## src/rtl/hamming_pkg.sv

```systemverilog
// hamming_pkg
//   Shared definitions for the Hamming(15,11) + overall-parity SECDED code,
//   used by both the encoder and the decoder.
//   Codeword bit index i-1 holds position i (1..16). Position 16 is the overall
//   parity bit. Positions 1, 2, 4 and 8 are the Hamming check bits, and the
//   remaining positions carry data.
package hamming_pkg;

   localparam int unsigned CW_W   = 16;
   localparam int unsigned DATA_W = 11;
   localparam int unsigned SYN_W  = 4;

   // Parity bit positions
   localparam int unsigned P1  = 1;
   localparam int unsigned P2  = 2;
   localparam int unsigned P4  = 4;
   localparam int unsigned P8  = 8;
   localparam int unsigned P16 = 16;

   typedef enum logic [1:0] {
      DEC_CLEAN,   // no error
      DEC_SEC,     // single error in positions 1..15, corrected
      DEC_PAR,     // only the overall parity bit flipped
      DEC_DED      // double error, data left uncorrected
   } dec_kind_t;

   // Position (1..16) that carries data bit i
   function automatic int unsigned data_pos(input int unsigned i);
      case (i)
         0:       return 3;
         1:       return 5;
         2:       return 6;
         3:       return 7;
         default: return i + 5;   // data[4..10] -> positions 9..15
      endcase
   endfunction

   // Codeword mask of positions 1..15 that are covered by syndrome bit b
   function automatic logic [CW_W-1:0] syn_mask(input int unsigned b);
      logic [CW_W-1:0] m;
      int unsigned     pbit;
      m = '0;
      case (b)
         0:       pbit = P1;
         1:       pbit = P2;
         2:       pbit = P4;
         default: pbit = P8;
      endcase
      for (int unsigned pos = 1; pos < P16; pos++) begin
         if ((pos & pbit) != 0) m = m | (CW_W'(1) << (pos - 1));
      end
      return m;
   endfunction

   function automatic logic [DATA_W-1:0] extract_data(input logic [CW_W-1:0] cw);
      return {cw[14:8], cw[6:4], cw[2]};
   endfunction

   function automatic dec_kind_t decode_kind(input logic [SYN_W-1:0] syn, input logic par);
      if (syn == '0) return par ? DEC_PAR : DEC_CLEAN;
      else           return par ? DEC_SEC : DEC_DED;
   endfunction

endpackage

```

## src/rtl/hamming_syndrome.sv

```systemverilog
// hamming_syndrome
//   Combinational syndrome and overall-parity generator.
//   Ports:
//     cw   in  16-bit codeword (bit i-1 = position i)
//     syn  out {s8,s4,s2,s1}; non-zero syndrome names the flipped position
//     par  out XOR of all 16 positions
module hamming_syndrome
   import hamming_pkg::*;
(
   input  logic [CW_W-1:0]  cw,
   output logic [SYN_W-1:0] syn,
   output logic             par
);

   always_comb begin
      syn[0] = ^(cw & syn_mask(0));
      syn[1] = ^(cw & syn_mask(1));
      syn[2] = ^(cw & syn_mask(2));
      syn[3] = ^(cw & syn_mask(3));
      par    = ^cw;
   end

endmodule

```

## src/rtl/hamming_secded_decoder.sv

```systemverilog
// hamming_secded_decoder
//   Two-stage SECDED decoder with valid/ready handshake and saturating
//   SEC/DED event counters.
//   Ports:
//     clk, rst               clock (rising edge), async active-high reset
//     in_valid/in_ready      codeword handshake; in_cw is the codeword
//     out_valid/out_ready    result handshake
//     out_data               decoded (corrected where possible) data
//     out_sec/out_ded        single-corrected / double-detected flags
//     out_err_pos            corrected position 1..16, 0 if none or DED
//     cnt_clr                synchronous clear of both counters
//     sec_count/ded_count    saturating counts of transferred SEC/DED results
module hamming_secded_decoder
   import hamming_pkg::*;
#(
   parameter int unsigned CNT_W = 16
) (
   input  logic              clk,
   input  logic              rst,
   input  logic              in_valid,
   output logic              in_ready,
   input  logic [CW_W-1:0]   in_cw,
   output logic              out_valid,
   input  logic              out_ready,
   output logic [DATA_W-1:0] out_data,
   output logic              out_sec,
   output logic              out_ded,
   output logic [4:0]        out_err_pos,
   input  logic              cnt_clr,
   output logic [CNT_W-1:0]  sec_count,
   output logic [CNT_W-1:0]  ded_count
);

   logic en;
   logic xfer;

   // The whole pipeline stalls only while a result waits on the consumer
   assign en       = !(out_valid && !out_ready);
   assign in_ready = en;
   assign xfer     = out_valid && out_ready;

   // Stage 1: capture codeword plus syndrome and parity
   logic [SYN_W-1:0] syn_c;
   logic             par_c;

   hamming_syndrome u_syndrome (
      .cw  (in_cw),
      .syn (syn_c),
      .par (par_c)
   );

   logic             s1_valid;
   logic [CW_W-1:0]  s1_cw;
   logic [SYN_W-1:0] s1_syn;
   logic             s1_par;

   always_ff @(posedge clk or posedge rst) begin
      if (rst) begin
         s1_valid <= 1'b0;
         s1_cw    <= '0;
         s1_syn   <= '0;
         s1_par   <= 1'b0;
      end else if (en) begin
         s1_valid <= in_valid;
         if (in_valid) begin
            s1_cw  <= in_cw;
            s1_syn <= syn_c;
            s1_par <= par_c;
         end
      end
   end

   // Stage 2: classify, correct and extract data
   dec_kind_t        kind;
   logic [CW_W-1:0]  fixed_cw;
   logic             dec_sec;
   logic             dec_ded;
   logic [4:0]       dec_pos;

   always_comb begin
      kind     = decode_kind(s1_syn, s1_par);
      fixed_cw = s1_cw;
      dec_sec  = 1'b0;
      dec_ded  = 1'b0;
      dec_pos  = '0;
      unique case (kind)
         DEC_SEC: begin
            // Syndrome is the 1-based position, so bit index is syndrome-1
            fixed_cw = s1_cw ^ (CW_W'(1) << (s1_syn - 1'b1));
            dec_sec  = 1'b1;
            dec_pos  = {1'b0, s1_syn};
         end
         DEC_PAR: begin
            dec_sec = 1'b1;
            dec_pos = 5'(P16);
         end
         DEC_DED: begin
            dec_ded = 1'b1;
         end
         DEC_CLEAN: begin
         end
      endcase
   end

   always_ff @(posedge clk or posedge rst) begin
      if (rst) begin
         out_valid   <= 1'b0;
         out_data    <= '0;
         out_sec     <= 1'b0;
         out_ded     <= 1'b0;
         out_err_pos <= '0;
      end else if (en) begin
         out_valid <= s1_valid;
         if (s1_valid) begin
            out_data    <= extract_data(fixed_cw);
            out_sec     <= dec_sec;
            out_ded     <= dec_ded;
            out_err_pos <= dec_pos;
         end
      end
   end

   // Counters: count on transfer so a stalled result is counted once
   always_ff @(posedge clk or posedge rst) begin
      if (rst) begin
         sec_count <= '0;
         ded_count <= '0;
      end else if (cnt_clr) begin
         sec_count <= '0;
         ded_count <= '0;
      end else begin
         if (xfer && out_sec && (sec_count != '1)) sec_count <= sec_count + 1'b1;
         if (xfer && out_ded && (ded_count != '1)) ded_count <= ded_count + 1'b1;
      end
   end

endmodule

```

## config.mk

```make
export PLATFORM = sky130hd
export DESIGN_NAME = hamming_secded_decoder
export DESIGN_NICKNAME = d
export VERILOG_FILES = /design/src/rtl/hamming_pkg.sv /design/src/rtl/hamming_syndrome.sv /design/src/rtl/hamming_secded_decoder.sv
export SDC_FILE = /design/constraint.sdc
export NUM_CORES = 1
export LEC_CHECK = 0
export BUFFER_PORTS_ARGS = -buffer_cell sky130_fd_sc_hd__buf_2
export CORE_MARGIN = 2
export CORE_UTILIZATION = 59
export CTS_CLUSTER_SIZE = 14
export DETAILED_ROUTE_END_ITERATION = 8
export GPL_ROUTABILITY_DRIVEN = 0
export PLACE_DENSITY = 0.85
export SYNTH_ARGS = -nofsm -noshare
export SYNTH_HDL_FRONTEND = slang
export SYNTH_SLANG_ARGS = --single-unit
```

## constraint.sdc

```tcl
create_clock -name clk -period 6 [get_ports clk]
set_input_delay 1.8 -clock clk [delete_from_list [all_inputs] [get_ports clk]]
set_output_delay 1.8 -clock clk [all_outputs]
set_load 0.02 [all_outputs]
```

==> impl_metrics.env <==
export IMPL_layout_common_cells="buf_2 (72), dfrtp_1 (68), xnor2_1 (45)"
export IMPL_p_leak_uw=0.00192
export IMPL_numCtsBuffers=9
export IMPL_post_cts_setup_buffers=0
export IMPL_cpMostUsedCell="buf_2"
export IMPL_start_kind="input pin"
export IMPL_synth_distinct_cells=44
export IMPL_p_comb_share_pct=23.9
export IMPL_antenna_cells=0
export IMPL_path_clk_slew_ns=0.07
export IMPL_max_cap_violations=0
export IMPL_r2r_cells=6
export IMPL_min_period_over_period_pct=69.1
export IMPL_worstSetupPathType="input pin to output port"
export IMPL_min_path_type="register to register"
export IMPL_hold_buffers=0
export IMPL_antenna_found_initial=0
export IMPL_drv_slew=0
export IMPL_slowest_stage="nand2b_1"
export IMPL_slew_limit_headroom_pct=42.0
export IMPL_tns_ns=0
export IMPL_synth_edf_count=0
export IMPL_wirelength_um=7430
export IMPL_powerDensity_nw_per_um2=313
export IMPL_clock_latency_ns=0.34
export IMPL_vias_per_cell=5.59
export IMPL_start_util_pct=60.9
export IMPL_stdcell_area_um2=4190
export IMPL_layout_cells_most_common="buf_2"
export IMPL_dp_hpwl_um=5260
export IMPL_ir_drop_uv=225
export IMPL_portBuffers=72
export IMPL_synthesis_area_um2=3600
export IMPL_syn_nets=370
export IMPL_status="finished, final reports clean"
export IMPL_cp_slowest_stage_delay_ns=0.22
export IMPL_finalSetupViolCount=0
export IMPL_multi_input_area_um2=1810
export IMPL_drt_iter0_drc=184
export IMPL_ys_ff_latch=68
export IMPL_crit_fanout=5
export IMPL_swShare_pct=33.5
export IMPL_power_frac_seq_pct=46.9
export IMPL_pin_count=73
export IMPL_die_h_um=82.2
export IMPL_grt_pass1_wl_um=12000
export IMPL_worstPathRequired_ns=4.20
export IMPL_nets=439
export IMPL_cts_resized=0
export IMPL_power_uw=1310
export IMPL_hold_viol_final=0
export IMPL_synth_ff_type="dfrtp_1"
export IMPL_p_clk_share_pct=29.2
export IMPL_nFillCells=448
export IMPL_cts_sinks=68
export IMPL_wl_per_cell_um=15.0
export IMPL_skew_ns=0.0108
export IMPL_coreArea_um2=5920
export IMPL_grt_overflow=0
export IMPL_cts_tree="yes"
export IMPL_synth_seq_area_share_pct=47.2
export IMPL_critPathCaptureType="output port"
export IMPL_p_int_uw=873
export IMPL_die_w_um=82.2
export IMPL_whs_path_depth=2
export IMPL_synthArstFlopShare_pct=100
export IMPL_drtPass1Iterations=4
export IMPL_fmax_mhz=241
export IMPL_grt_util_all_layers_pct=23.3
export IMPL_place_area_um2=3990
export IMPL_avgSynthCellArea_um2=10.4
export IMPL_drive_gt1_share_pct=28.3
export IMPL_min_period_ns=4.15
export IMPL_grt_max_degree=69
export IMPL_crit_path_cell_trace="buf_2, nand2b_1, buf_2"
export IMPL_grt_pass1_vias=2553
export IMPL_htree_num_levels=3
export IMPL_final_seq_area_um2=1700
export IMPL_ys_warn_count=0
export IMPL_root_buffer="clkbuf_8"
export IMPL_switchingPower_uw=440
export IMPL_clockBufferDepth=2
export IMPL_drc=0
export IMPL_vias=2773
export IMPL_antenna_left=0
export IMPL_tightest_slew_ns=0.868
export IMPL_critPathArrivalTime_ns=2.35
export IMPL_syn_inst=347
export IMPL_syn_to_final_growth_pct=16.4
export IMPL_rsz0062_at_grt="no"
export IMPL_timing_hold_ws_ns=0.468
export IMPL_postLayoutCoreUtil_pct=70.8
export IMPL_fp_row_count=28
export IMPL_dieArea_um2=6750
[synth_stat cells (all sizes together), types with 3 or more instances]
cell / number / area (um^2)
nor4: 3 / 48.8
nor2: 34 / 130
xor2: 17 / 149
nand2: 40 / 150
buf: 7 / 43.8
nand2b: 3 / 18.8
dfrtp: 68 / 1700
xnor2: 45 / 394
nor4b: 8 / 101
nor3: 9 / 45.0
nand3: 17 / 103
mux2: 13 / 146
nand4: 8 / 92.6
inv: 4 / 15.0
a21oi: 5 / 25.0
o21ai: 24 / 131
clkbuf: 8 / 30.0
and4: 6 / 55.1
and3: 4 / 25.0
[worst max-delay path, delay by kind of cell]
family | cells | cell delay [ns]
and+or+nand+nor | 1 | 0.22
buffers and inverters | 2 | 0.32
[final timing paths]
path,startpoint,to,slack (ns)
max,out_ready,in_ready,1.85
min,s1_valid$_DFFE_PP0N_,out_valid$_DFFE_PP0N_,0.47
max reg2reg,ded_count[0]$_DFFE_PP0P_,ded_count[6]$_DFFE_PP0P_,4.17
min reg2reg,s1_valid$_DFFE_PP0N_,out_valid$_DFFE_PP0N_,0.47
max in group asynchronous,rst,out_sec$_DFFE_PP0P_,3.76
min in group asynchronous,rst,out_data[4]$_DFFE_PP0P_,1.69
[flip-flops by register name, indices dropped and copies added, names as in the netlist]
name / cells
ded_count: 16
sec_count: 16
out_data: 11
s1_cw: 11
out_err_pos: 5
s1_syn: 4
out_ded: 1
out_sec: 1
out_valid: 1
s1_par: 1
s1_valid: 1
[power by group through the flow]
stage,Sequential [uW],Combinational [uW],Clock [uW]
detailed placement,623,318,0
global placement,618,307,0
floorplan,643,198,0
finish,615,314,383
CTS,615,320,384
global route,629,349,402
[cell type report]
class / count / area share, %
Timing Repair Buffer: 73 / 8.77
Tap cell: 75 / 2.24
Inverter: 4 / 0.358
Multi-Input combinational cell: 260 / 43.2
Clock buffer: 11 / 3.61
Sequential cell: 68 / 40.6
Clock inverter: 5 / 1.19
[through the flow]
step                setup WS [ns]  std cells
global placement             1.87        480
CTS                          1.85        496
detailed placement           1.86        480
global route                 1.82        496
floorplan                    2.14        347
finish                       1.85        496
[kinds of logic after synthesis]
group / Yosys count / share of synthesized area, %
fa+ha+maj: 2 / 0.694
flops: 68 / 47.2
xor+xnor: 62 / 15.1
buf+inv: 19 / 2.47
simple gates: 138 / 22.5
mux: 15 / 4.62
compound gates: 43 / 7.47
[per-layer routing]
metal / part of all wire (%) / global-route usage (%) / routed length [um]
met1: 47 / 33.6 / 3460
met2: 49 / 35.9 / 3610
met3: 3.9 / 3.04 / 291
met4: 0.88 / 9.17 / 65
met5: 0 / 0 / 0
Power figures use the tool's default switching activity.
